<file path="config.mk">
export PLATFORM = sky130hd
export DESIGN_NAME = wb_ctrl
export DESIGN_NICKNAME = d
export VERILOG_FILES = /design/src/rtl/wb_ctrl.sv
export SDC_FILE = /design/constraint.sdc
export NUM_CORES = 1
export LEC_CHECK = 0
export BUFFER_PORTS_ARGS = -buffer_cell sky130_fd_sc_hd__buf_2
export CORE_MARGIN = 5
export CORE_UTILIZATION = 30
export DETAILED_ROUTE_END_ITERATION = 10
export PLACE_DENSITY = 0.6
export SYNTH_ARGS = -nofsm -noshare
export SYNTH_HDL_FRONTEND = slang
export SYNTH_SLANG_ARGS = --single-unit
export TNS_END_PERCENT = 50
</file>
<file path="constraint.sdc">
create_clock -name clk -period 4.9 [get_ports clk]
set_clock_uncertainty 0.05 [all_clocks]
set_input_delay 1.225 -clock clk [delete_from_list [all_inputs] [get_ports clk]]
set_output_delay 1.225 -clock clk [all_outputs]
set_load 0.01 [all_outputs]
</file>
<file path="src/rtl/wb_ctrl.sv">
// Writeback sequencer: turns execute-stage requests into register-file write
// strobes, stalling on loads until memory answers or a timeout abandons them.
module wb_ctrl #(
  parameter int MEM_TIMEOUT = 255,
  parameter int CNT_W       = 32
) (
  input  logic             clk,
  input  logic             reset_n,
  input  logic             req_valid,
  input  logic [1:0]       req_kind,
  input  logic [4:0]       req_dest,
  output logic             req_ready,
  input  logic             mem_rvalid,
  output logic [1:0]       wb_sel,
  output logic             reg_we,
  output logic [4:0]       reg_waddr,
  output logic             stall,
  output logic             mem_err,
  input  logic             err_clr,
  output logic [CNT_W-1:0] stall_cycles,
  output logic             state_dbg
);

  // Handshake: a request transfers on a rising edge where req_valid && req_ready;
  // while req_ready is low the requester must hold req_kind/req_dest stable.

  typedef enum logic {
    S_IDLE      = 1'b0,
    S_LOAD_WAIT = 1'b1
  } state_t;

  localparam logic [1:0] KIND_LOAD = 2'b01;
  localparam int TW = (MEM_TIMEOUT > 1) ? $clog2(MEM_TIMEOUT) : 1;
  localparam logic [TW-1:0] TMO_LAST = TW'(MEM_TIMEOUT - 1);

  state_t     state;
  state_t     state_nxt;
  logic       accept;
  logic       is_load;
  logic       tmo_hit;
  logic [TW-1:0] tmo_cnt;
  logic [4:0] hold_dest;
  logic [1:0] wb_sel_nxt;
  logic       reg_we_nxt;
  logic [4:0] reg_waddr_nxt;

  assign req_ready = (state == S_IDLE);
  assign stall     = (state == S_LOAD_WAIT);
  assign state_dbg = state;
  assign accept    = req_valid && req_ready;
  assign is_load   = (req_kind == KIND_LOAD);
  // mem_rvalid takes priority over an expiring timeout in the same cycle.
  assign tmo_hit   = stall && !mem_rvalid && (tmo_cnt == TMO_LAST);

  always_ff @(posedge clk or negedge reset_n) begin
    if (!reset_n) state <= S_IDLE;
    else          state <= state_nxt;
  end

  always_comb begin
    state_nxt = state;
    case (state)
      S_IDLE: begin
        if (accept && is_load) state_nxt = S_LOAD_WAIT;
      end
      S_LOAD_WAIT: begin
        if (mem_rvalid || tmo_hit) state_nxt = S_IDLE;
      end
      default: state_nxt = S_IDLE;
    endcase
  end

  // Next values of the registered writeback outputs; sel/addr hold when idle.
  always_comb begin
    wb_sel_nxt    = wb_sel;
    reg_waddr_nxt = reg_waddr;
    reg_we_nxt    = 1'b0;
    case (state)
      S_IDLE: begin
        if (accept && !is_load) begin
          wb_sel_nxt    = req_kind;
          reg_waddr_nxt = req_dest;
          reg_we_nxt    = (req_dest != 5'd0);
        end
      end
      S_LOAD_WAIT: begin
        if (mem_rvalid) begin
          wb_sel_nxt    = KIND_LOAD;
          reg_waddr_nxt = hold_dest;
          reg_we_nxt    = (hold_dest != 5'd0);
        end
      end
      default: ;
    endcase
  end

  always_ff @(posedge clk or negedge reset_n) begin
    if (!reset_n) begin
      wb_sel    <= 2'b00;
      reg_we    <= 1'b0;
      reg_waddr <= 5'd0;
    end else begin
      wb_sel    <= wb_sel_nxt;
      reg_we    <= reg_we_nxt;
      reg_waddr <= reg_waddr_nxt;
    end
  end

  always_ff @(posedge clk or negedge reset_n) begin
    if (!reset_n) begin
      hold_dest <= 5'd0;
      tmo_cnt   <= '0;
    end else if (accept && is_load) begin
      hold_dest <= req_dest;
      tmo_cnt   <= '0;
    end else if (stall) begin
      tmo_cnt   <= tmo_cnt + TW'(1);
    end
  end

  // A timeout in the same cycle as err_clr keeps the flag set.
  always_ff @(posedge clk or negedge reset_n) begin
    if (!reset_n)     mem_err <= 1'b0;
    else if (tmo_hit) mem_err <= 1'b1;
    else if (err_clr) mem_err <= 1'b0;
  end

  always_ff @(posedge clk or negedge reset_n) begin
    if (!reset_n)
      stall_cycles <= '0;
    else if (stall && (stall_cycles != {CNT_W{1'b1}}))
      stall_cycles <= stall_cycles + CNT_W'(1);
  end

endmodule

</file>
==> results of run 1 <==
[worst register-to-register path, stage by stage, from the launching register on]
cell and delay, ns:
dfrtp_1 0.46, nand4_1 0.25, or4_4 0.62, o311ai_4 0.66, nor4_1 0.15, xor2_1 0.17
[metrics by stage]
step | cell area, um^2 | instances
after global routing | 3070 | 424
after global placement | 2980 | 417
final | 3070 | 424
after detailed placement | 2980 | 417
after floorplan | 2590 | 259
after CTS | 3070 | 424
[flip-flops by register name (all words and copies together), names as in the netlist]
| signal | cells |
|---|---|
| hold_dest | 5 |
| stall_cycles | 32 |
| stall | 1 |
| tmo_cnt | 8 |
| wb_sel | 2 |
| reg_we | 1 |
| mem_err | 1 |
| reg_waddr | 5 |
[metal layers]
layer | routed length (um) | GRT usage, % | vias up | part of all wire (%)
met5 | 0 | 0 | - | 0
met4 | 82 | 3.39 | 0 | 1.4
met3 | 398 | 3.79 | 7 | 6.9
met2 | 2550 | 16.9 | 47 | 44
met1 | 2710 | 15.0 | 963 | 47
li1 | - | - | 1001 | -
[cells by family after synthesis]
group / after synthesis / synth area share [%]
adders and majority gates: 3 / 1.45
and+or+nand+nor: 121 / 22.1
buffers and inverters: 16 / 2.75
AOI/OAI and AO/OA: 22 / 6.03
muxes: 8 / 3.18
DFF: 55 / 53.0
xor gates and xnor gates: 34 / 11.5
[worst min-delay path by stage]
stage | endpoint | cells after the start | slack [ns]
after global placement | wb_sel[0]$_DFFE_PN0P_ | 1 | 0.42
after detailed placement | wb_sel[0]$_DFFE_PN0P_ | 1 | 0.42
final | wb_sel[0]$_DFFE_PN0P_ | 1 | 0.44
after global routing | stall_cycles[31]$_DFFE_PN0P_ | 1 | 0.46
after CTS | wb_sel[0]$_DFFE_PN0P_ | 1 | 0.44
after floorplan | hold_dest[4]$_DFFE_PN0P_ | 2 | 0.41
[final cells by class]
type	instances	area (um^2)	area share [%]
Multi-Input combinational cell	188	1150	37.4
Clock inverter	1	5.00	0.163
Inverter	10	37.5	1.22
Sequential cell	55	1380	44.9
Timing Repair Buffer	56	283	9.22
Tap cell	108	135	4.41
Clock buffer	6	82.6	2.69
[power groups by stage]
stage	logic (mW)	registers, mW	clock network [mW]
final	0.176	0.570	0.258
after global routing	0.204	0.582	0.280
after CTS	0.182	0.572	0.266
after detailed placement	0.182	0.578	0
after global placement	0.179	0.578	0
after floorplan	0.0932	0.581	0
[Yosys cell counts]
library cell  instances
a211oi_2              1
a21oi_1               6
and3_1                1
and4_1                1
buf_4                 1
buf_6                 1
clkbuf_1              4
dfrtp_1              55
ha_1                  3
inv_1                 9
inv_2                 1
mux2_1                2
mux2i_1               6
nand2_1              40
nand2b_1              3
nand3_1              12
nand3b_1              1
nand4_1              11
nor2_1               27
nor2b_1               1
nor3_1               14
nor4_1                5
o2111ai_1             1
o211ai_1              1
o21a_1                1
o21ai_0               5
o21ai_1               3
o22a_1                1
o22ai_1               1
o311ai_4              1
o32ai_1               1
or3_1                 1
or4_1                 2
or4_4                 2
xnor2_1              13
xor2_1               21
==> summary.txt, run 1 <==
Status
  – Status: finished, final reports clean

STA
  – Slew @ Worst Pin: 0.809 ns
  – Crit share post-route: between 50% and 60%
  – Slew margin rel.: a little under half
  – Min Tclk post-route: 2.80 ns
  – RSZ-0062 raised after global routing: false
  – Setup_tns: 0 ns
  – Endpoints failing hold: 0
  – Final setup margin: 2.10 ns
  – Fmax: between 300 and 400 MHz
  – Worst hold slack: between 0.4 and 0.5 ns
  – Final-report setup violation count: 0
  – Slew Viols, Final: 0

Power
  – Pwr/cell area: about 330 nW/um^2
  – VDD IR max: approximately 0.12 mV
  – Overall power: 1.00 mW
  – NetSw: ~300 uW
  – Switching part of the total power: 30.4%
  – Clock Power Share: between 20% and 30%
  – Flop pwr share: about 57%
  – Internal power: 699 uW
  – Leak pwr: ~1.5 nW
  – Comb power frac: ~18%

GRT
  – First-pass GRT wire length: about 9400 um
  – Initial antenna violation count: 0
  – GRT Overall Usage: 11.1%
  – Pin count of the biggest net entering global routing: 39
  – GRT overflow: 0
  – Vias in the first global route: roughly 1,900

Worst setup path
  – Worst path slowest cell: dfrtp_1
  – Flop2flop setup slack: roughly 2.4 ns
  – Peak fanout along the critical path: 20
  – Worst-path cell chain: inv_2 > buf_2
  – CP peak stage delay: ~0.83 ns
  – RR Endpoint: stall_cycles[31]$_DFFE_PN0P_
  – CP endpoint: req_ready
  – WP data arrival: between 1.5 and 2 ns
  – Bufs and invs on worst path: 2
  – WS Path Type: register to output pin
  – Crit path capture type: output pin
  – Worst R2R Path Depth: 5
  – Crit path max-delay family: flip-flops
  – Cell count along the critical path: 2
  – Launch point of the worst reg-to-reg path: stall_cycles[19]$_DFFE_PN0P_
  – Nature of the critical path startpoint: register
  – Crit path from: stall$_DFF_PN0_
  – Worst path required time: ~3.6 ns

Synthesis
  – Post-Syn Area: between 2000 and 3000 um^2
  – Share of the synthesized area in the top cell type: around 53%
  – #FFs+latches synth: 55
  – Net Count, Synth: 274
  – Netlist cell types: 36
  – Area leader, netlist: dfrtp_1
  – Syn Inst Count: around 260
  – Synth area leaders: dfrtp_1 (53%), xor2_1 (7.1%), nand2_1 (5.8%)
  – Register area share after synthesis: a little over half
  – Ys Warns: 0
  – Avg Inst Size Synth: ~10 um^2

Flow run
  – Max-cap viol count: 0

Final layout
  – Diode count: 0
  – Share of layout cells above drive strength 1: 21.5%
  – Most frequent cells in the layout: dfrtp_1 (55), buf_2 (55), nand2_1 (40), nor2_1 (27), xor2_1 (21)
  – Layout area overhead: 18.2%
  – Final core occ: a little over a third
  – Fillers: ~900
  – Fin nets: about 330

Placed design
  – Hpwl dp: about 4200 um
  – Global placer's final weighted congestion: 0.802
  – Placement Setup Slack: ~2.3 ns
  – Port bufs: 55

Drt
  – DRT Pass-1 Iters: 4
  – DR DRC count: 0
  – DRT iter0 DRCs: roughly 50
  – Via Count: about 2,000
  – Vias per cell: about 4.8
  – Detailed Route WL: around 5700 um
  – Wire length per cell: approximately 14 um
  – Final ANT Viol Nets: 0

Hold path
  – Hold WC Path Type: register to register
  – Min-delay src: wb_sel[0]$_DFFE_PN0P_

Clocking
  – Clock-pin slew on the worst setup and hold paths: 0.09 ns
  – Max H-tree Level: 2
  – CTS buffer count: 5
  – Skew-Pair Late Insertion Delay: 0.31 ns
  – Resized Gates After CTS: 0
  – Post-CTS setup buffers: 0
  – Root Driver: clkbuf_8
  – CTS tree: done
  – CTS Hold Buffers Added: 0
  – Maximum root-to-sink buffer count: 2
  – Sink Count: 55

Die
  – Die Wd: between 100 and 150 um
  – Core Rows: 34
  – Die ar.: between 10,000 and 15,000 um^2
  – # IOs: 56
  – Die Y: between 100 and 150 um
  – Initial Utilization: a little under a third
  – Core area: 8590 um^2
No activity file was read; power rests on OpenSTA's default activity.
==> run 2, diff against run 1 <==
--- a/config.mk
+++ b/config.mk
@@ -9,7 +9,7 @@
 export CORE_MARGIN = 5
 export CORE_UTILIZATION = 30
 export DETAILED_ROUTE_END_ITERATION = 10
-export PLACE_DENSITY = 0.6
+export PLACE_DENSITY = 0.62
 export SYNTH_ARGS = -nofsm -noshare
 export SYNTH_HDL_FRONTEND = slang
 export SYNTH_SLANG_ARGS = --single-unit
==> constraint.sdc (replaced) <==
create_clock -name clk -period 2.5 [get_ports clk]
set_clock_uncertainty 0.05 [all_clocks]
set_input_delay 0.625 -clock clk [delete_from_list [all_inputs] [get_ports clk]]
set_output_delay 0.625 -clock clk [all_outputs]
set_load 0.01 [all_outputs]
==> run 2 against run 1 <==
Register-to-register slack lost 2.1 ns. Sequential share of layout area fell by 0.84 points. Setup slack got worse by 1.8 ns. Critical path depth is 3 higher. Worst hold slack worse by 0.21 ns. Design area increased by 1.9%. Clock power is 84% higher. Non-clock buffer count is 7 higher. Power rose by 94%. Highest routed layer unchanged.
==> summary.txt, run 2 (synthesized netlist as in run 1, its figures left out) <==
Clocking
  – Resized Gates After CTS: 0 (unchanged)
  – Post-CTS setup buffers: 0 (unchanged)
  – Skew-Pair Late Insertion Delay: 0.31 ns (about the same)
  – CTS tree: done (unchanged)
  – Max H-tree Level: 2 (unchanged)
  – Clock-pin slew on the worst setup and hold paths: 0.10 ns (was 0.09 ns)
  – CTS buffer count: 5 (unchanged)
  – Root Driver: clkbuf_8 (unchanged)
  – Sink Count: 55 (unchanged)
  – CTS Hold Buffers Added: 0 (unchanged)
  – Maximum root-to-sink buffer count: 2 (unchanged)

Drt
  – Via Count: 2,053 (was 2,018)
  – DRT iter0 DRCs: 65 (was 49)
  – Detailed Route WL: 5910 um (was 5740 um)
  – Final ANT Viol Nets: 0 (unchanged)
  – Met1 WL: 2740 um (was 2710 um)
  – Met3 routed WL: 329 um (was 398 um)
  – DRT Pass-1 Iters: 4 (unchanged)
  – Vias per cell: 4.75 (was 4.76)
  – Routed met2 length: 2770 um (was 2550 um)
  – Highest metal used: met4 (unchanged)
  – Wire length per cell: 13.7 um (was 13.5 um)
  – DR DRC count: 0 (unchanged)

Final layout
  – Share of layout cells above drive strength 1: 22.8% (was 21.5%)
  – Fillers: 893 (was 899)
  – Largest Register: stall_cycles (unchanged)
  – Biggest regs: stall_cycles: 32 flops, tmo_cnt: 8 flops (unchanged)
  – Diode count: 0 (unchanged)
  – Multi-input gate area in the final layout: 1150 um^2 (unchanged)
  – Layout area overhead: 20.4% (was 18.2%)
  – Register Area: 1380 um^2 (unchanged)
  – Fin nets: 338 (was 331)
  – Most frequent cells in the layout: dfrtp_1 (55), buf_2 (55), nand2_1 (40), nor2_1 (27), xor2_1 (21) (unchanged)
  – Max FFs per register: 32 (unchanged)

STA
  – Endpoints failing hold: 0 (unchanged)
  – Slew @ Worst Pin: 0.518 ns (was 0.809 ns)
  – Final-report setup violation count: 0 (unchanged)
  – Slew Viols, Final: 0 (unchanged)
  – Slew margin rel.: 65.4% (was 45.7%)
  – Crit share post-route: slightly below 90%
  – Fmax: around 460 MHz
  – Min Tclk post-route: around 2.2 ns
  – RSZ-0062 raised after global routing: false (unchanged)
  – Setup_tns: 0 ns (unchanged)
  – Final setup margin: 0.318 ns (was 2.10 ns)

Power
  – Pwr/cell area: 623 nW/um^2 (was 327 nW/um^2)
  – Switching part of the total power: 30.4% (about the same)
  – VDD IR max: 0.236 mV (was 0.122 mV)
  – Comb power frac: 18.4% (was 17.5%)
  – Clock Power Share: 24.4% (was 25.7%)
  – Flop pwr share: 57.2% (was 56.8%)
  – Leak pwr: 1.52 nW (was 1.49 nW)
  – Internal power: 1.36 mW (was 699 uW)
  – NetSw: 592 uW (was 305 uW)

Worst setup path
  – WS Path Type: register to register (was register to output pin)
  – Worst path required time: 2.65 ns (was 3.62 ns)
  – WP data arrival: 2.33 ns (was 1.52 ns)
  – Bufs and invs on worst path: 0 (was 2)
  – Flop2flop setup slack: 0.32 ns (was 2.42 ns)
  – Cell mode on critical path: nand4_1
  – Crit path max-delay family: simple AND/OR/NAND/NOR gates (was flip-flops)
  – Crit path capture type: register (was output pin)
  – Nature of the critical path startpoint: register (unchanged)
  – Worst-path cell chain: nand4_1 > or4_4 > a211oi_2 > nand4_1 > xnor2_1 (was inv_2 > buf_2)
  – CP peak stage delay: 0.62 ns (was 0.83 ns)
  – Worst path slowest cell: or4_4 (was dfrtp_1)
  – Peak fanout along the critical path: 6 (was 20)

GRT
  – GRT overflow: 0 (unchanged)
  – GRT Overall Usage: 11.7% (was 11.1%)
  – Pin count of the biggest net entering global routing: 36 (was 39)
  – First-pass GRT wire length: 9750 um (was 9360 um)
  – Vias in the first global route: 2,063 (was 1,914)
  – Initial antenna violation count: 0 (unchanged)

Flow run
  – Max-cap viol count: 0 (unchanged)

Status
  – Status: finished, final reports clean (unchanged)

Die
  – Die Wd: 103 um (unchanged)
  – Initial Utilization: 30.2% (unchanged)
  – Die Y: 103 um (unchanged)
  – # IOs: 56 (unchanged)
  – Core Rows: 34 (unchanged)
  – Die ar.: 10,600 um^2 (unchanged)
  – Core area: 8590 um^2 (unchanged)

Placed design
  – Hpwl dp: 4470 um (was 4210 um)
  – Port bufs: 55 (unchanged)
  – Global placer's final weighted congestion: 0.792 (was 0.802)
  – Placement Setup Slack: 0.306 ns (was 2.30 ns)

Hold path
  – Hold WC Path Type: input port to asynchronous set/reset pin (was register to register)
[run 2: cell types whose count changed in the layout (fill, tap and decap cells not counted)]
cell | before | now
buf_12 | 0 | 1
buf_4 | 1 | 7
clkbuf_1 | 0 | 2
clkbuf_8 | 6 | 5
[run 2: final cells by class]
type | instances | share of cell area, %
Sequential cell | 55 | 44.0
Multi-Input combinational cell | 188 | 36.7
Timing Repair Buffer | 63 | 11.1
Tap cell | 108 | 4.32
Clock buffer | 7 | 2.44
Inverter | 10 | 1.20
Clock inverter | 1 | 0.160
[run 2: worst register-to-register path: stages (launching register included)]
cell	delay [ns]
dfrtp_1	0.45
nand4_1	0.22
or4_4	0.62
a211oi_2	0.40
nand4_1	0.18
xnor2_1	0.15
[run 2: path summary, 6_finish.rpt]
check	start	endpoint	cells past startpoint
setup / recovery	stall_cycles[7]$_DFFE_PN0P_	stall_cycles[22]$_DFFE_PN0P_	5
hold / removal	reset_n	stall_cycles[19]$_DFFE_PN0P_	1
setup reg to reg	stall_cycles[7]$_DFFE_PN0P_	stall_cycles[22]$_DFFE_PN0P_	5
hold reg to reg	wb_sel[0]$_DFFE_PN0P_	wb_sel[0]$_DFFE_PN0P_	1
max in group asynchronous	reset_n	stall_cycles[0]$_DFFE_PN0P_	2
min in group clk	wb_sel[0]$_DFFE_PN0P_	wb_sel[0]$_DFFE_PN0P_	1
[run 2: power groups by stage]
stage | Clock (mW) | Combinational, mW | Sequential [mW]
5_1_grt | 0.537 | 0.416 | 1.14
4_1_cts | 0.497 | 0.370 | 1.12
2_1_floorplan | 0 | 0.183 | 1.14
3_5_place_dp | 0 | 0.368 | 1.13
6_report | 0.475 | 0.359 | 1.11
3_3_place_gp | 0 | 0.362 | 1.12
[run 2: stage by stage]
step	cell area [um^2]	hold WS (ns)	cells	utilization, %	total power [mW]
floorplan	2590	0.279	259	-	1.32
global placement	3040	0.418	424	35.4	1.49
detailed placement	3040	0.430	424	35.4	1.50
CTS	3130	0.249	432	36.4	1.99
global route	3130	0.257	432	36.4	2.09
finish	3130	0.231	432	36.4	1.95
[run 2: layer usage]
layer  up-vias  GRT usage (%)
li1       1015              -
met1       992           15.2
met2        40           18.7
met3         6           3.86
met4         0           2.99
met5         -              0
==> run 3, diff against run 2 <==
==> constraint.sdc (replaced) <==
create_clock -name clk -period 2.5 [get_ports clk]
set_clock_uncertainty 0.05 [all_clocks]
set_input_delay 0.375 -clock clk [delete_from_list [all_inputs] [get_ports clk]]
set_output_delay 0.375 -clock clk [all_outputs]
set_load 0.01 [all_outputs]
==> run 3 against run 2 <==
Clock power about the same. Sequential power about the same. Design area unchanged. Critical path type unchanged. Critical endpoint is now stall_cycles[29]$_DFFE_PN0P_.
==> summary.txt, run 3 (synthesized netlist as in run 1, its figures left out) <==
STA
  – Fmax: 450 MHz (was 458 MHz)
  – Setup_tns: 0 ns (unchanged)
  – Final setup margin: 0.279 ns (was 0.318 ns)
  – Slew margin rel.: 59.9% (was 65.4%)
  – RSZ-0062 raised after global routing: false (unchanged)
  – Endpoints failing hold: 0 (unchanged)
  – Slew Viols, Final: 0 (unchanged)
  – Slew @ Worst Pin: 0.601 ns (was 0.518 ns)
  – Min Tclk post-route: 2.22 ns (was 2.18 ns)
  – Crit share post-route: 88.8% (was 87.3%)
  – Final-report setup violation count: 0 (unchanged)

Die
  – # IOs: 56 (unchanged)
  – Initial Utilization: 30.2% (unchanged)
  – Die Y: 103 um (unchanged)
  – Core Rows: 34 (unchanged)
  – Die ar.: 10,600 um^2 (unchanged)
  – Core area: 8590 um^2 (unchanged)
  – Die Wd: 103 um (unchanged)

GRT
  – M3 GR Usage: 3.52% (was 3.86%)
  – Pin count of the biggest net entering global routing: 32 (was 36)
  – GRT overflow: 0 (unchanged)
  – GRT Overall Usage: 11.9% (was 11.7%)
  – Most used routing layer in global routing: met2 (unchanged)
  – Met1 Use GR: 15.4% (was 15.2%)
  – M2 GR Usage: 19.1% (was 18.7%)
  – Vias in the first global route: 2,156 (was 2,063)
  – First-pass GRT wire length: 10,100 um (was 9750 um)
  – Initial antenna violation count: 0 (unchanged)

Status
  – Status: finished, final reports clean (unchanged)

Clocking
  – Sink Count: 55 (unchanged)
  – Resized Gates After CTS: 0 (unchanged)
  – Root Driver: clkbuf_8 (unchanged)
  – CTS buffer count: 5 (unchanged)
  – CTS Hold Buffers Added: 0 (unchanged)
  – Clock-pin slew on the worst setup and hold paths: 0.10 ns (about the same)
  – Max H-tree Level: 2 (unchanged)
  – Post-CTS setup buffers: 0 (unchanged)
  – Skew-Pair Late Insertion Delay: 0.30 ns (was 0.31 ns)
  – CTS tree: done (unchanged)
  – Maximum root-to-sink buffer count: 2 (unchanged)

Placed design
  – Placed cell count: 424 (unchanged)
  – Port bufs: 55 (unchanged)
  – Placement Cell Area: 3040 um^2 (unchanged)
  – Global placer's final weighted congestion: 0.831 (was 0.792)
  – Hpwl dp: 4520 um (was 4470 um)
  – Placement Setup Slack: 0.315 ns (was 0.306 ns)

Drt
  – Final ANT Viol Nets: 0 (unchanged)
  – DRT Pass-1 Iters: 5 (was 4)
  – Wire length per cell: 13.6 um (was 13.7 um)
  – Detailed Route WL: 5890 um (was 5910 um)
  – Via Count: 2,051 (was 2,053)
  – DR DRC count: 0 (unchanged)
  – Vias per cell: 4.75 (about the same)
  – DRT iter0 DRCs: 68 (was 65)

Worst setup path
  – WS Path Type: register to register (unchanged)
  – Nature of the critical path startpoint: register (unchanged)
  – Crit path max-delay family: simple AND/OR/NAND/NOR gates (unchanged)
  – Peak fanout along the critical path: 8 (was 6)
  – Bufs and invs on worst path: 1 (was 0)
  – WP data arrival: 2.35 ns (was 2.33 ns)
  – Worst-path cell chain: nand4_1 > or4_4 > o311ai_4 > buf_4 > nor4_1 > xor2_1 (was nand4_1 > or4_4 > a211oi_2 > nand4_1 > xnor2_1)
  – Crit path from: stall_cycles[21]$_DFFE_PN0P_ (was stall_cycles[7]$_DFFE_PN0P_)
  – Launch point of the worst reg-to-reg path: stall_cycles[21]$_DFFE_PN0P_ (was stall_cycles[7]$_DFFE_PN0P_)
  – Worst path required time: 2.63 ns (was 2.65 ns)
  – Crit path capture type: register (unchanged)
  – CP peak stage delay: 0.62 ns (about the same)
  – Worst path slowest cell: or4_4 (unchanged)

Power
  – Pwr/cell area: 622 nW/um^2 (was 623 nW/um^2)
  – NetSw: 588 uW (was 592 uW)
  – Comb power frac: 18.4% (about the same)
  – VDD IR max: 0.196 mV (was 0.236 mV)
  – Clock Power Share: 24.4% (about the same)
  – Leak pwr: 1.52 nW (about the same)
  – Switching part of the total power: 30.2% (was 30.4%)
  – Internal power: 1.36 mW (about the same)
  – Flop pwr share: 57.2% (about the same)

Final layout
  – Fillers: 916 (was 893)
  – Share of layout cells above drive strength 1: 22.8% (unchanged)
  – Final core occ: 36.4% (unchanged)
  – Max FFs per register: 32 (unchanged)
  – Final std cells w/o fill: 432 (unchanged)
  – Largest Register: stall_cycles (unchanged)
  – Biggest regs: stall_cycles: 32 flops, tmo_cnt: 8 flops (unchanged)
  – Finished Cell Area: 3130 um^2 (unchanged)
  – Layout area overhead: 20.4% (unchanged)
  – Diode count: 0 (unchanged)
  – Fin nets: 338 (unchanged)
  – Most frequent cells in the layout: dfrtp_1 (55), buf_2 (55), nand2_1 (40), nor2_1 (27), xor2_1 (21) (unchanged)

Hold path
  – Hold WC Path Type: input port to asynchronous set/reset pin (unchanged)

Flow run
  – Max-cap viol count: 0 (unchanged)
-- run 3: cell counts in the layout (fill, tap and decap cells not counted) --
No cell type changed its count.
-- run 3: layer usage --
metal	part of all wire [%]	vias up	wire length, um
li1	-	1012	-
met3	5.9	5	345
met1	46	997	2710
met2	47	37	2770
met4	1.0	0	61
met5	0	-	0
-- run 3: power by group through the flow --
stage / Clock (mW) / Sequential (mW) / Combinational, mW
5_1_grt: 0.532 / 1.14 / 0.418
3_3_place_gp: 0 / 1.12 / 0.365
2_1_floorplan: 0 / 1.14 / 0.183
6_report: 0.475 / 1.11 / 0.357
4_1_cts: 0.489 / 1.11 / 0.369
3_5_place_dp: 0 / 1.13 / 0.368
-- run 3: final timing paths --
path	to	slack, ns	cells past startpoint
hold / removal	stall_cycles[23]$_DFFE_PN0P_	0.02	1
min in group clk	mem_err$_DFFE_PN0P_	0.20	2
setup reg to reg	stall_cycles[29]$_DFFE_PN0P_	0.28	6
setup / recovery	stall_cycles[29]$_DFFE_PN0P_	0.28	6
max in group asynchronous	stall_cycles[2]$_DFFE_PN0P_	1.81	2
hold reg to reg	wb_sel[0]$_DFFE_PN0P_	0.44	1
-- run 3: final cells by class --
cell class / count / area, um^2 / area share, %
clock buffers: 7 / 76.3 / 2.44
clock inverters: 1 / 5.00 / 0.160
well taps: 108 / 135 / 4.32
inverters: 10 / 37.5 / 1.20
multi-input cells: 188 / 1150 / 36.7
flip-flops and latches: 55 / 1380 / 44.0
repair buffers: 63 / 348 / 11.1
-- run 3: stage by stage --
step	hold WS (ns)	total power, mW
6_report	0.0218	1.94
5_1_grt	0.0534	2.09
4_1_cts	0.0377	1.97
3_5_place_dp	0.368	1.50
3_3_place_gp	0.358	1.49
2_1_floorplan	0.0294	1.32
